### config.mk
export PLATFORM = sky130hd
export DESIGN_NAME = ifetch
export DESIGN_NICKNAME = d
export VERILOG_FILES = /design/src/rtl/ifetch_pkg.sv /design/src/rtl/ifetch_fifo.sv /design/src/rtl/ifetch.sv
export SDC_FILE = /design/constraint.sdc
export NUM_CORES = 1
export LEC_CHECK = 0
export ABC_CLOCK_PERIOD_IN_PS = 7100
export CAP_MARGIN = 30
export CORE_ASPECT_RATIO = 0.7
export CORE_MARGIN = 5
export CORE_UTILIZATION = 55
export CTS_BUF_LIST = sky130_fd_sc_hd__clkbuf_8
export CTS_CLUSTER_DIAMETER = 50
export DETAILED_ROUTE_END_ITERATION = 16
export PLACE_DENSITY = 0.88
export RECOVER_POWER = 50
export SYNTH_ARGS = -nofsm -noshare
export SYNTH_HDL_FRONTEND = slang
export SYNTH_SLANG_ARGS = --single-unit
### constraint.sdc
create_clock -name clk -period 7.1 [get_ports clk]
set_input_delay 0.71 -clock clk [delete_from_list [all_inputs] [get_ports clk]]
set_output_delay 0.71 -clock clk [all_outputs]
set_load 0.01 [all_outputs]
### src/rtl/ifetch_pkg.sv
// ifetch_pkg: shared fetch-entry type and byte/word addressing constants
package ifetch_pkg;
    localparam int WORD_BYTES   = 4;
    localparam int PC_LSB       = 2;
    localparam int ENTRY_PC_W   = 32;
    localparam int ENTRY_DATA_W = 32;
    typedef struct packed {
        logic [ENTRY_PC_W-1:0]   pc;
        logic [ENTRY_DATA_W-1:0] instr;
    } fetch_entry_t;
endpackage

### src/rtl/ifetch_fifo.sv
// ifetch_fifo: synchronous FIFO of fetch entries with sync clear; push+pop allowed at full
module ifetch_fifo
    import ifetch_pkg::*;
#(
    parameter int DEPTH = 2,
    parameter int CW    = $clog2(DEPTH + 1)
) (
    input  logic         clk,
    input  logic         reset_n,
    input  logic         clr_i,
    input  logic         push_i,
    input  logic         pop_i,
    input  fetch_entry_t entry_i,
    output fetch_entry_t head_o,
    output logic [CW-1:0] count_o
);
    localparam int PW = (DEPTH > 1) ? $clog2(DEPTH) : 1;
    localparam logic [PW-1:0] LAST = PW'(DEPTH - 1);
    fetch_entry_t    mem_q [DEPTH];
    logic [PW-1:0]   wr_q;
    logic [PW-1:0]   rd_q;
    logic [CW-1:0]   count_q;
    assign head_o  = mem_q[rd_q];
    assign count_o = count_q;
    // storage, circular pointers and occupancy; clear drops every entry
    always_ff @(posedge clk or negedge reset_n) begin
        if (!reset_n) begin
            for (int i = 0; i < DEPTH; i++) mem_q[i] <= '0;
            wr_q    <= '0;
            rd_q    <= '0;
            count_q <= '0;
        end else if (clr_i) begin
            wr_q    <= '0;
            rd_q    <= '0;
            count_q <= '0;
        end else begin
            if (push_i) begin
                mem_q[wr_q] <= entry_i;
                wr_q        <= (wr_q == LAST) ? '0 : wr_q + PW'(1);
            end
            if (pop_i) rd_q <= (rd_q == LAST) ? '0 : rd_q + PW'(1);
            count_q <= count_q + CW'(push_i) - CW'(pop_i);
        end
    end
endmodule

### src/rtl/ifetch.sv
// ifetch: DLX instruction-fetch front end; optional perf counters via IFETCH_PERF_EN
module ifetch
    import ifetch_pkg::*;
#(
    parameter int DATA_WIDTH = 32,
    parameter int ADDR_WIDTH = 10,
    parameter int PC_WIDTH   = 32,
    parameter logic [PC_WIDTH-1:0] RESET_PC = '0,
    parameter int FIFO_DEPTH = 2
) (
    input  logic                  clk,
    input  logic                  reset_n,
    output logic [ADDR_WIDTH-1:0] rom_addr,
    input  logic [DATA_WIDTH-1:0] rom_rdata,
    input  logic                  rom_rdata_valid,
    input  logic                  redirect_valid,
    input  logic [PC_WIDTH-1:0]   redirect_pc,
    output logic                  out_valid,
    input  logic                  out_ready,
    output logic [DATA_WIDTH-1:0] out_instr,
    output logic [PC_WIDTH-1:0]   out_pc
`ifdef IFETCH_PERF_EN
    ,
    output logic [31:0]           perf_fetched,
    output logic [31:0]           perf_stall
`endif
);
    localparam int CW = $clog2(FIFO_DEPTH + 1);
    localparam int SW = CW + 1;
    localparam logic [PC_WIDTH-1:0] ALIGN_MASK = ~PC_WIDTH'(WORD_BYTES - 1);
    localparam logic [PC_WIDTH-1:0] START_PC   = RESET_PC & ALIGN_MASK;

    logic [PC_WIDTH-1:0] fetch_pc_q, fetch_pc_d;
    logic [PC_WIDTH-1:0] req_pc_q, req_pc_d;
    logic                inflight_q, inflight_d;
    logic [PC_WIDTH-1:0] issue_pc;
    logic [CW-1:0]       count;
    logic [SW-1:0]       occ, lim;
    logic                stall, pop, push, issue;
    fetch_entry_t        push_entry, head;

    // an outstanding request without valid data blocks new issue and is re-presented
    assign stall     = inflight_q & ~rom_rdata_valid;
    assign pop       = out_valid & out_ready;
    assign push      = inflight_q & rom_rdata_valid & ~redirect_valid;
    assign occ       = SW'(count) + SW'(inflight_q);
    assign lim       = SW'(FIFO_DEPTH) + SW'(pop);
    assign issue     = redirect_valid | (~stall & (occ < lim));
    assign issue_pc  = redirect_valid ? (redirect_pc & ALIGN_MASK) : stall ? req_pc_q : fetch_pc_q;
    assign rom_addr  = issue_pc[ADDR_WIDTH+PC_LSB-1:PC_LSB];
    assign out_valid = (count != '0);
    assign out_instr = DATA_WIDTH'(head.instr);
    assign out_pc    = PC_WIDTH'(head.pc);

    // next fetch pointer and in-flight bookkeeping
    always_comb begin
        fetch_pc_d       = issue ? issue_pc + PC_WIDTH'(WORD_BYTES) : fetch_pc_q;
        req_pc_d         = issue ? issue_pc : req_pc_q;
        inflight_d       = issue | stall;
        push_entry.pc    = ENTRY_PC_W'(req_pc_q);
        push_entry.instr = ENTRY_DATA_W'(rom_rdata);
    end

    // fetch state registers
    always_ff @(posedge clk or negedge reset_n) begin
        if (!reset_n) begin
            fetch_pc_q <= START_PC;
            req_pc_q   <= START_PC;
            inflight_q <= 1'b0;
        end else begin
            fetch_pc_q <= fetch_pc_d;
            req_pc_q   <= req_pc_d;
            inflight_q <= inflight_d;
        end
    end

    ifetch_fifo #(.DEPTH(FIFO_DEPTH), .CW(CW)) u_fifo (
        .clk     (clk),
        .reset_n (reset_n),
        .clr_i   (redirect_valid),
        .push_i  (push),
        .pop_i   (pop),
        .entry_i (push_entry),
        .head_o  (head),
        .count_o (count)
    );

`ifdef IFETCH_PERF_EN
    logic [31:0] perf_fetched_q, perf_stall_q;
    // saturating transfer and decode-stall counters
    always_ff @(posedge clk or negedge reset_n) begin
        if (!reset_n) begin
            perf_fetched_q <= '0;
            perf_stall_q   <= '0;
        end else begin
            perf_fetched_q <= (pop && !(&perf_fetched_q)) ? perf_fetched_q + 32'd1 : perf_fetched_q;
            perf_stall_q   <= (out_valid && !out_ready && !(&perf_stall_q)) ? perf_stall_q + 32'd1 : perf_stall_q;
        end
    end
    assign perf_fetched = perf_fetched_q;
    assign perf_stall   = perf_stall_q;
`endif
endmodule

* Word level (Yosys, flattened, before mapping)
Index checks and enable logic that the tools add are counted.
** Cells by class
- Reductions and logical operators :: 5
- $add $sub $neg :: 7
- $lt $le $gt $ge :: 4
- Multiplexer cells :: 15
- Bitwise operators :: 12
** Operators with widths (number)
- $mux W64 :: 4
- $bwmux W128 :: 1
- $demux W64 S1 :: 1
- $mux W32 :: 2
- $add A32 B3 Y32 const B :: 1
- $mux W1 :: 6
- $reduce_bool A2 Y1 :: 3
- $and A1 B1 Y1 :: 5
- $ge A2 B2 Y1 const B :: 2
- $not A1 Y2 :: 2
- $add A2 B1 Y3 :: 1
- $add A2 B1 Y3 const A :: 1
- $lt A3 B3 Y1 :: 1
- $not A1 Y1 :: 3
- $add A1 B1 Y1 const B :: 2
- $add A2 B1 Y2 :: 1
- $lt A2 B1 Y1 const B :: 1
- $mux W2 :: 1
- $or A1 B1 Y1 :: 2
- $reduce_and A2 Y1 :: 1
- $sub A2 B1 Y2 :: 1
- $logic_and A1 B1 Y1 :: 1
** Storage, ports and cells
- Register bits :: 197
- Output and inout bits :: 75
- Word-level logic and storage cells :: 53

* Longest topological paths before layout
Gate-level depths: netlist of run 1.
- Word-level depth :: 7
- Depth in mapped cells :: 10

* Cells and area by module
Synthesis of run 1 repeated with hierarchy kept, for this count alone.
** Unflattened totals
- Cells, all modules :: 812
- Area, all modules :: 10092.2 µm²
** By module, submodules not included
- ifetch_fifo :: area an instance 6048.3 µm², cells each 358, times used 1
- ifetch :: area an instance 4043.9 µm², cells each 454, times used 1

* Worst setup path before layout of run 1
No wires, ideal clock.
- Kind :: input to register
- Start :: in rom_rdata_valid
- End :: reg fetch_pc_q[31]
- Slack :: 3.868 ns
- Data arrival time :: 3.150 ns
- Stages :: 9
- Path through :: nand2b_1 -> buf_6 -> buf_6 -> a221oi_1 -> nand4_2 -> or4_1 -> buf_2 -> or4_1 -> a31oi_1
** Between the ends
- Longest elaborated chain between the ends :: 5
- Elaborated cells between the ends (all ways) :: 8
- Classes of those cells :: add/sub (1); mux (2); bitwise (5)
** Ends and longest elaborated chain
- start: declaration :: line ifetch.sv:15 : input logic rom_rdata_valid,
- $not A1 Y1 (*) :: line ifetch.sv:43 : assign stall = inflight_q & ~rom_rdata_valid;
- $and A1 B1 Y1 (*) :: line ifetch.sv:43
- $mux W32 or $not A1 Y1 (tied branches) :: line ifetch.sv:49, ifetch.sv:48
- $mux W32 or $and A1 B1 Y1 (tied branches) :: line ifetch.sv:49, ifetch.sv:48
- $add A32 B3 Y32 or $or A1 B1 Y1 (tied branches) :: line ifetch.sv:57, ifetch.sv:48
- end signal: assignment :: line ifetch.sv:71 : fetch_pc_q <= fetch_pc_d;
- end: declaration :: line ifetch.sv:33 : logic [PC_WIDTH-1:0] fetch_pc_q, fetch_pc_d;
Mark *: on every way between the ends. The rest lies on a longest branch, timed or not.
A chain may end at the register's enable or synchronous reset.

* Worst setup path after layout of run 1
- Start :: in redirect_valid
- End :: out rom_addr[7]
** Between the ends
- Longest elaborated chain between the ends :: 1
** Ends and longest elaborated chain
- start: declaration :: line ifetch.sv:16 : input logic redirect_valid,
- $mux W32 :: line ifetch.sv:49 : assign issue_pc = redirect_valid ? (redirect_pc & ALIGN_MASK) : stall ? req_pc_q : fetch_pc_q;
- end: declaration :: line ifetch.sv:13 : output logic [ADDR_WIDTH-1:0] rom_addr,
No other way between the ends.

==> summary by stage, run 1 <==
Worst setup path
Among all stages on the critical path, the largest delay is contributed by sky130_fd_sc_hd__clkbuf_1. The worst setup slack for register-to-register paths is about 2.5 ns. The maximum single-stage delay on the critical path is 1.46 ns.

In this run the critical register-to-register path is launched from inflight_q. The worst-case reg-to-reg path depth is 7. Data on the critical path arrives at its endpoint at around 4.2 ns.

The number of buffers and inverters on the critical path is 4. Tracing the worst setup path back leads to its startpoint at redirect_valid. The worst flop-to-flop path endpoint is fetch_pc_q[11]. The number of gates on the worst path with buffers counted is 5. The signal on the critical path passes through clkbuf_1 > buf_4 > inv_1 > a311o_1 > clkdlybuf4s50_1.

The required time at the worst-slack endpoint is 6.39 ns. The class of the most critical setup path is in -> out. The dominant delay contributor by cell family on the critical path is buffers and inverters.

The capturing instance or port of the critical path is rom_addr[7]. The critical path capture point type is an output port. The largest fanout of any net on the critical path is 48. The kind of start point of the critical path is a primary input.

Yosys
In this run the cell area of the synthesized design comes to 0.009444 sq mm. The post-synthesis average cell area is approximately 12 sq um. The cell taking the most area after synthesis is sky130_fd_sc_hd__dfrtp_1.

The top flip-flop cell by instance count after synthesis is sky130_fd_sc_hd__dfrtp_1. The count of cell types in the netlist is 56. The fraction of synthesis flops using an asynchronous set or reset pin is 100.0%.

The sequential cell area fraction in the yosys report is 50.08%. The top-area cell type share of the netlist area is between 50% and 60%. Yosys attributes the largest share of cell area to sky130_fd_sc_hd__dfrtp_1, sky130_fd_sc_hd__mux2_2, sky130_fd_sc_hd__nand2_1. In this run, synthesis inferred 0 flip-flops with an integrated enable.

For this run, the number of Yosys warnings is 0. Synthesis produced a netlist whose cell count is about 810. The flip-flop and latch count after synthesis is 189.

Route
The routed length per placed instance is 19.14 um. The first detailed-routing pass ran for 5 iterations. The detail route stage leaves a number of antenna-violating nets equal to 0. The via count is about 6800. The starting DRC count in detailed routing is 474. The average vias per placed instance is 5.873. The number of DRC violations after detailed routing is 0. Summed over all layers, the routed wires come to between 20 and 25 mm.

GRT
The via count of the first global-routing pass is just under 7000. The layer flagged by global routing as most heavily used is met2. The global-route track usage on met2 is roughly a third.

The wire length of the first global-routing pass is about 36 mm. Global routing consumed, on the met1 layer, 31.56% of the routing resources. The aggregate global-route resource usage is between 20 and 25%.

Entering global routing, the biggest net connects 84 pins. The number of antenna violations at the first check in global routing is 0. The global routing usage on met3 is 6.948%. The aggregate global routing overflow is 0.

Floorplanning
The die is ~170 um wide. The die is approximately 120 um tall. The standard cell core area is ~0.017 sq mm. The die area is about 0.020 sq mm. The initial core utilization is 55.50%. The total I/O pin count is roughly 140.

The row count is 40.

Placement
Once placement finished, the instance area stood at between 0.01 and 0.015 sq mm. The weighted congestion at the end of routability-driven global placement is ~0.84. The number of port buffers is roughly 140. Summed over all nets, the half-perimeter wirelength after detailed placement is 14.74 mm.

STA
The hold violation count in the final report is 0. Setup repair after global routing left no endpoint under its margin. The worst clock skew on the final layout is between 0.01 and 0.015 ns. The final count of pins violating max slew came to 224. The actual slew at the worst max-slew pin is 4.350 ns. Of the available clock period, the critical path in the final layout requires between 60% and 70%.

The worst pin sits at a relative slew slack of -190.0%. Setup violations remaining at the end of the flow were counted as 0. The maximum clock frequency is a little over 200 MHz. The hold slack is approximately 0.49 ns. The worst path needs roughly 4.9 ns of the cycle, external delays included. For the final routed database, the setup TNS stands at 0 ns.

Clock network
After clock tree synthesis, the repair step resized 0 gates. Clock latency on the worst-skew pair, taken at its later pin, is 0.47 ns. In this run the clock root is driven by a sky130_fd_sc_hd__clkbuf_8.

TritonCTS built the clock tree. The clock tree synthesis step divided the H-tree into 4 levels. Clock-pin slew was measured on the worst setup and hold paths at 0.11 ns. The number of CTS-inserted buffers is 17.

Hold repair after CTS inserted 0 buffers. The sink count of the clock tree is between 150 and 200. The number of buffers on the longest clock path is 2. In this run the post-CTS setup repair buffer count came out at 0.

Run status
The run finished, with violations left. The final reports fail on max-capacitance violations, max-slew violations.

Final layout
In the final layout, the multi-input gates occupy 0.004343 sq mm. The fraction of final layout cells sized beyond drive strength 1 is 27.15%. 0 antenna diodes ended up in the layout. The count of filler cells inserted in the layout is 1284. The final-stage net count is a little under 1000. The post-synthesis to final-layout area growth is 19.74%.

The total area of sequential cells is about 0.0047 sq mm. The finished cells cover roughly 0.011 sq mm.

Run
The tool flagged a number of max-cap violations equal to 4.

Min path
The type of the worst min-delay path is reg -> reg. In this run the most critical hold path is launched from fetch_pc_q[5].

Pwr
Power spread over the standard cell area amounts to 401.6 mW/mm^2. The leakage power figure is around 4.8 nW. The worst-case IR drop observed on VDD is ~0.21 mV.

Total power for the finished layout comes to 4.542 mW.
==> flip-flops by register name, summed over array words and instances, names as in the netlist <==
register and cells:
fetch_pc_q 30, inflight_q 1, req_pc_q 30, u_fifo.count_o 2, u_fifo.mem_q 124, u_fifo.rd_q 1, u_fifo.wr_q 1
==> Yosys cell counts, types with 7 or more instances <==
cell type	n
sky130_fd_sc_hd__dfrtp_1	189
sky130_fd_sc_hd__mux2_2	187
sky130_fd_sc_hd__nand2_1	95
sky130_fd_sc_hd__clkbuf_1	34
sky130_fd_sc_hd__nor2_1	33
sky130_fd_sc_hd__o21ai_0	29
sky130_fd_sc_hd__inv_1	16
sky130_fd_sc_hd__nand4_1	15
sky130_fd_sc_hd__a31oi_1	14
sky130_fd_sc_hd__buf_4	14
sky130_fd_sc_hd__and2_1	11
sky130_fd_sc_hd__nand3_1	10
sky130_fd_sc_hd__nor4bb_1	10
sky130_fd_sc_hd__xnor2_1	10
sky130_fd_sc_hd__nor4b_1	9
sky130_fd_sc_hd__buf_2	8
sky130_fd_sc_hd__a311o_1	7
sky130_fd_sc_hd__a31o_2	7
sky130_fd_sc_hd__buf_1	7
sky130_fd_sc_hd__nand2b_1	7
==> routing by layer <==
layer,routed length [um],up-vias
li1,-,3129
met1,10280,3412
met2,9977,267
met3,1803,22
met4,201,0
met5,0,-
==> worst min-delay path by stage <==
stage / cells past startpoint / slack (ns) / endpoint
2_1_floorplan: 0 / 0.41 / fetch_pc_q[10]
3_3_place_gp: 2 / 0.46 / fetch_pc_q[5]
3_5_place_dp: 2 / 0.47 / fetch_pc_q[5]
4_1_cts: 1 / 0.28 / u_fifo.mem_q[108]
5_1_grt: 2 / 0.52 / fetch_pc_q[5]
6_report: 2 / 0.49 / fetch_pc_q[5]
==> power by group <==
part | internal, mW | switching [mW] | leakage [nW] | total, mW
logic | 1.08 | 0.815 | 2.28 | 1.90
registers | 1.57 | 0.332 | 2.27 | 1.90
clock network | 0.299 | 0.440 | 0.201 | 0.739
==> area by class of cell <==
class                           count  area share (%)
Clock buffer                       17           2.069
Multi-Input combinational cell    541           38.40
Clock inverter                     15           1.549
Inverter                           16          0.5311
Tap cell                          231           2.556
Timing Repair Buffer              154           13.07
Sequential cell                   189           41.82
==> per-stage QoR <==
step / std cells / setup slack, ns / util, %
after floorplan: 812 / 3.868 / -
after global placement: 1129 / 2.569 / 64.15
after detailed placement: 1129 / 2.525 / 64.15
after CTS: 1161 / 2.694 / 66.55
after global routing: 1163 / 1.922 / 66.46
final: 1163 / 2.217 / 66.46
==> worst reg2reg max path, stage by stage (launching register included) <==
cell	delay, ns
sky130_fd_sc_hd__dfrtp_1	0.77
sky130_fd_sc_hd__ha_1	0.44
sky130_fd_sc_hd__ha_1	0.29
sky130_fd_sc_hd__o21ai_0	0.18
sky130_fd_sc_hd__a21oi_4	0.24
sky130_fd_sc_hd__clkbuf_1	1.27
sky130_fd_sc_hd__clkbuf_1	0.97
sky130_fd_sc_hd__o21ai_0	0.27
==> cell usage in the layout, fill, tap and decap left out, types with 5 or more instances in the layout <==
cell,n
sky130_fd_sc_hd__dfrtp_1,189
sky130_fd_sc_hd__nor4bb_1,10
sky130_fd_sc_hd__clkbuf_8,17
sky130_fd_sc_hd__a311o_1,7
sky130_fd_sc_hd__nand4_1,15
sky130_fd_sc_hd__nor4b_1,9
sky130_fd_sc_hd__inv_6,5
sky130_fd_sc_hd__nand2_1,95
sky130_fd_sc_hd__clkdlybuf4s50_1,129
sky130_fd_sc_hd__o311ai_1,5
sky130_fd_sc_hd__a31oi_1,14
sky130_fd_sc_hd__nor2_1,33
sky130_fd_sc_hd__a31o_2,7
sky130_fd_sc_hd__dlygate4sd3_1,8
sky130_fd_sc_hd__xnor2_1,10
sky130_fd_sc_hd__clkbuf_1,5
sky130_fd_sc_hd__a21o_1,5
sky130_fd_sc_hd__mux2_2,186
sky130_fd_sc_hd__nand2b_1,7
sky130_fd_sc_hd__buf_4,11
sky130_fd_sc_hd__o21ai_0,29
sky130_fd_sc_hd__a221oi_2,6
sky130_fd_sc_hd__and2_1,11
sky130_fd_sc_hd__inv_1,16
sky130_fd_sc_hd__nor3_1,6
sky130_fd_sc_hd__xor2_1,6
sky130_fd_sc_hd__ha_1,5
sky130_fd_sc_hd__nand3_1,10
==> logic make-up after synthesis <==
| family | count (synthesis) | share of synthesized area, % |
|---|---|---|
| multiplexers | 191 | 22.72 |
| other | 1 | 0.03971 |
| adder cells (fa/ha/maj) | 5 | 0.6624 |
| AND/OR/NAND/NOR | 235 | 13.63 |
| buffers and inverters | 82 | 4.094 |
| AO/OA/AOI/OAI | 92 | 7.287 |
| flip-flops | 189 | 50.08 |
| XOR/XNOR | 16 | 1.484 |
Power figures use the tool's default switching activity.
==> run 2: changes to the inputs <==
- ABC_CLOCK_PERIOD_IN_PS: 7100 -> 4700
- clock period: 7.1 -> 4.7 ns (I/O delays scaled with it)
==> summary by stage, run 2 (synthesis results as in run 1) <==
Run status
The run finished, with violations left. The checks that failed: max-capacitance violations, max-slew violations.

Worst setup path
The critical path goes through clkbuf_1 > or4bb_1 > o311ai_0 > buf_4 > nand4_1 > or4_1 > or4_1 > a31oi_1. The dominant delay contributor by cell family on the critical path is simple AND/OR/NAND/NOR gates. The worst setup path is launched from a flop.

STA classifies the critical path endpoint as a flop. The largest fanout of any net on the critical path was 16 (-67%). The maximum single-stage delay on the critical path is 0.69 ns (-0.77 ns). The required time at the worst-slack endpoint is 5.09 ns (-1.30 ns).

The most used cell along the critical path is sky130_fd_sc_hd__or4_1. The critical path in this run is classified as reg -> reg. The buffering stage count on the worst path with inverters included is 2 (-2). The arrival time at the worst endpoint is 4.07 ns (-0.10 ns). The cell at the slowest stage of the critical path is sky130_fd_sc_hd__dfrtp_1.

Run
The total of max-cap violations is 2 (-2).

Final layout
The total area of sequential cells was 0.004731 sq mm (about the same). The fraction of final layout cells sized beyond drive strength 1 was 28.65% (+1.5 points). Leaving out fill and tap cells, the most frequent cell in the layout is sky130_fd_sc_hd__dfrtp_1. The number of diodes added for antenna fixing was 0 (unchanged).

The post-synthesis to final-layout area growth is 21.41%. The area of the multi-input gates came to 0.004348 sq mm (+0.12%). The top cell types in the final layout, fill and taps aside, are sky130_fd_sc_hd__dfrtp_1, sky130_fd_sc_hd__mux2_2, sky130_fd_sc_hd__clkdlybuf4s50_1. The final-stage net count is 1007 (+1.4%).

The fraction of the core area covered by cells at the end of the flow came to 67.38% (+0.93 points). The flip-flop count of the largest register after layout was 124 (unchanged). u_fifo.mem_q holds more flip-flops than any other register. In the final layout, the registers with the most flip-flops are u_fifo.mem_q: 124 flops, fetch_pc_q: 30 flops, req_pc_q: 30 flops. The count of filler cells inserted in the layout came to 1286 (+0.16%). The number of non-filler instances in the completed layout is 1177 (+1.2%).

Floorplanning
The standard cell core area is 0.01702 sq mm (unchanged). The initial core utilization came to 55.50% (unchanged). The die width came to 166.6 um (unchanged). The row count was 40 (unchanged). The die area is 0.01993 sq mm (unchanged). The vertical die dimension is 119.6 um (unchanged). The total I/O pin count is 144 (unchanged).

STA
The worst path in the final design needs a cycle of ~3.7 ns, including I/O delays and setup. The final count of pins violating max slew is 88 (-61%). The hold slack is 0.5004 ns (+0.01117 ns). The hold violation count in the final report is 0 (unchanged). The actual slew at the worst max-slew pin was 1.756 ns (-2.594 ns). The worst clock skew on the final layout is 0.01596 ns (+0.005845 ns). The total negative setup slack is 0 ns (unchanged).

The total setup violations reported at the end of the flow is 0 (unchanged). The worst path uses 78.33% of the clock period. The relative slew slack is -17.04% (+170 points).

Setup repair after global routing left no endpoint under its margin. Derived from the worst setup path, the maximum achievable clock frequency is 271.6 MHz.

Clock network
The number of levels in the clock H-tree is 4 (unchanged). The count of hold-fix buffers inserted at cts is 1 (+1). The clock tree from TritonCTS is built. The clock latency on the worst-skew pair is 0.47 ns (about the same). The clock input transition at the sequential cells of the worst setup and hold paths was 0.10 ns (about the same). The total setup buffers inserted after CTS came to 0 (unchanged). The cell at the root of the clock tree is sky130_fd_sc_hd__clkbuf_8. The number of buffers on the longest clock path is 2 (unchanged). The number of CTS-inserted buffers is 17 (unchanged).

The sink count of the clock tree came to 189 (unchanged). The post-cts gate resize count is 0 (unchanged).

Route
The routed length per placed instance is 18.77 um (-1.9%). The average vias per placed instance is 5.772 (-1.7%). The length of routed met2 wiring was 9.837 mm (-1.4%).

The met3 routed wirelength was 1.899 mm (+5.3%). The detailed-routing iteration count for the pre-antenna-repair pass was 5 (unchanged). The met1 routed wirelength after detailed routing is 10.15 mm (-1.2%). The detailed-route wire length came to 22.09 mm (-0.74%). The starting DRC count in detailed routing is 654 (+38%).

The top metal layer carrying routed signals is met4. The number of nets with antenna violations after routing is 0 (unchanged). The number of DRC violations after detailed routing is 0 (unchanged). The via count is 6794 (-0.53%).

Placement
The instance count after placement with tap cells included is 1143 (+1.2%). The number of port buffers is 139 (unchanged). The detailed-placement wirelength estimate is 14.99 mm (+1.7%). The weighted congestion at the end of routability-driven global placement is 0.8767 (+4.4%).

GRT
The wire length of the first global-routing pass came to 36.36 mm (+2.1%). The aggregate global-route resource usage was 22.52% (+0.37 points). The aggregate global routing overflow is 0 (unchanged). The number of antenna violations at the first check in global routing is 0 (unchanged). The maximum number of pins on one net before global-route repair is 90 (+7.1%). The via count of the first global-routing pass came to 6916 (+2.9%).

Min path
In this run the worst hold path is classified as reg -> reg.

Pwr
The power after layout is 6.884 mW (+52%). The power per standard cell area is 600.4 mW/mm^2 (+49%). The worst supply voltage drop on vdd is 0.2566 mV (+25%). The leakage power figure came to 4.837 nW (+1.8%).
-- run 2: routing by layer --
layer  up-vias  global-route usage (%)
met5         -                       0
met4         0                   5.008
met3        25                   6.553
met2       284                   33.65
met1      3340                   32.84
li1       3145                       -
-- run 2: stage by stage --
stage               setup WS (ns)  cell area, sq um
finish                      1.019             11470
floorplan                   1.708              9448
CTS                         1.294             11480
detailed placement          1.058             11080
global route               0.8250             11470
global placement            1.088             11030
-- run 2: where the power goes --
part / internal [mW] / total (mW) / switching (mW)
Clock: 0.453 / 1.08 / 0.625
Combinational: 1.70 / 2.91 / 1.22
Sequential: 2.37 / 2.89 / 0.519
-- run 2: layout make-up --
cell class	instances	share of cell area [%]
clock buffers	18	2.161
clock inverters	14	1.266
inverters	16	0.5238
multi-input cells	541	37.92
flip-flops and latches	189	41.26
well taps	231	2.521
repair buffers	168	14.35
-- run 2: path summary, 6_finish.rpt --
kind,startpoint,endpoint,slack (ns),cells after the start
min in group asynchronous,reset_n,u_fifo.mem_q[105],1.00,2
max in group asynchronous,reset_n,u_fifo.mem_q[121],2.12,4
max,inflight_q,fetch_pc_q[31],1.02,8
min,fetch_pc_q[7],fetch_pc_q[7],0.50,2
min reg2reg,fetch_pc_q[7],fetch_pc_q[7],0.50,2
max reg2reg,inflight_q,fetch_pc_q[31],1.02,8
-- run 2: worst register-to-register path: cells and delay by family, from the launching register on --
family	cells	cell delay, ns
and+or+nand+nor	4	1.94
buffers and inverters	2	0.73
DFF	1	0.69
AOI/OAI and AO/OA	2	0.27
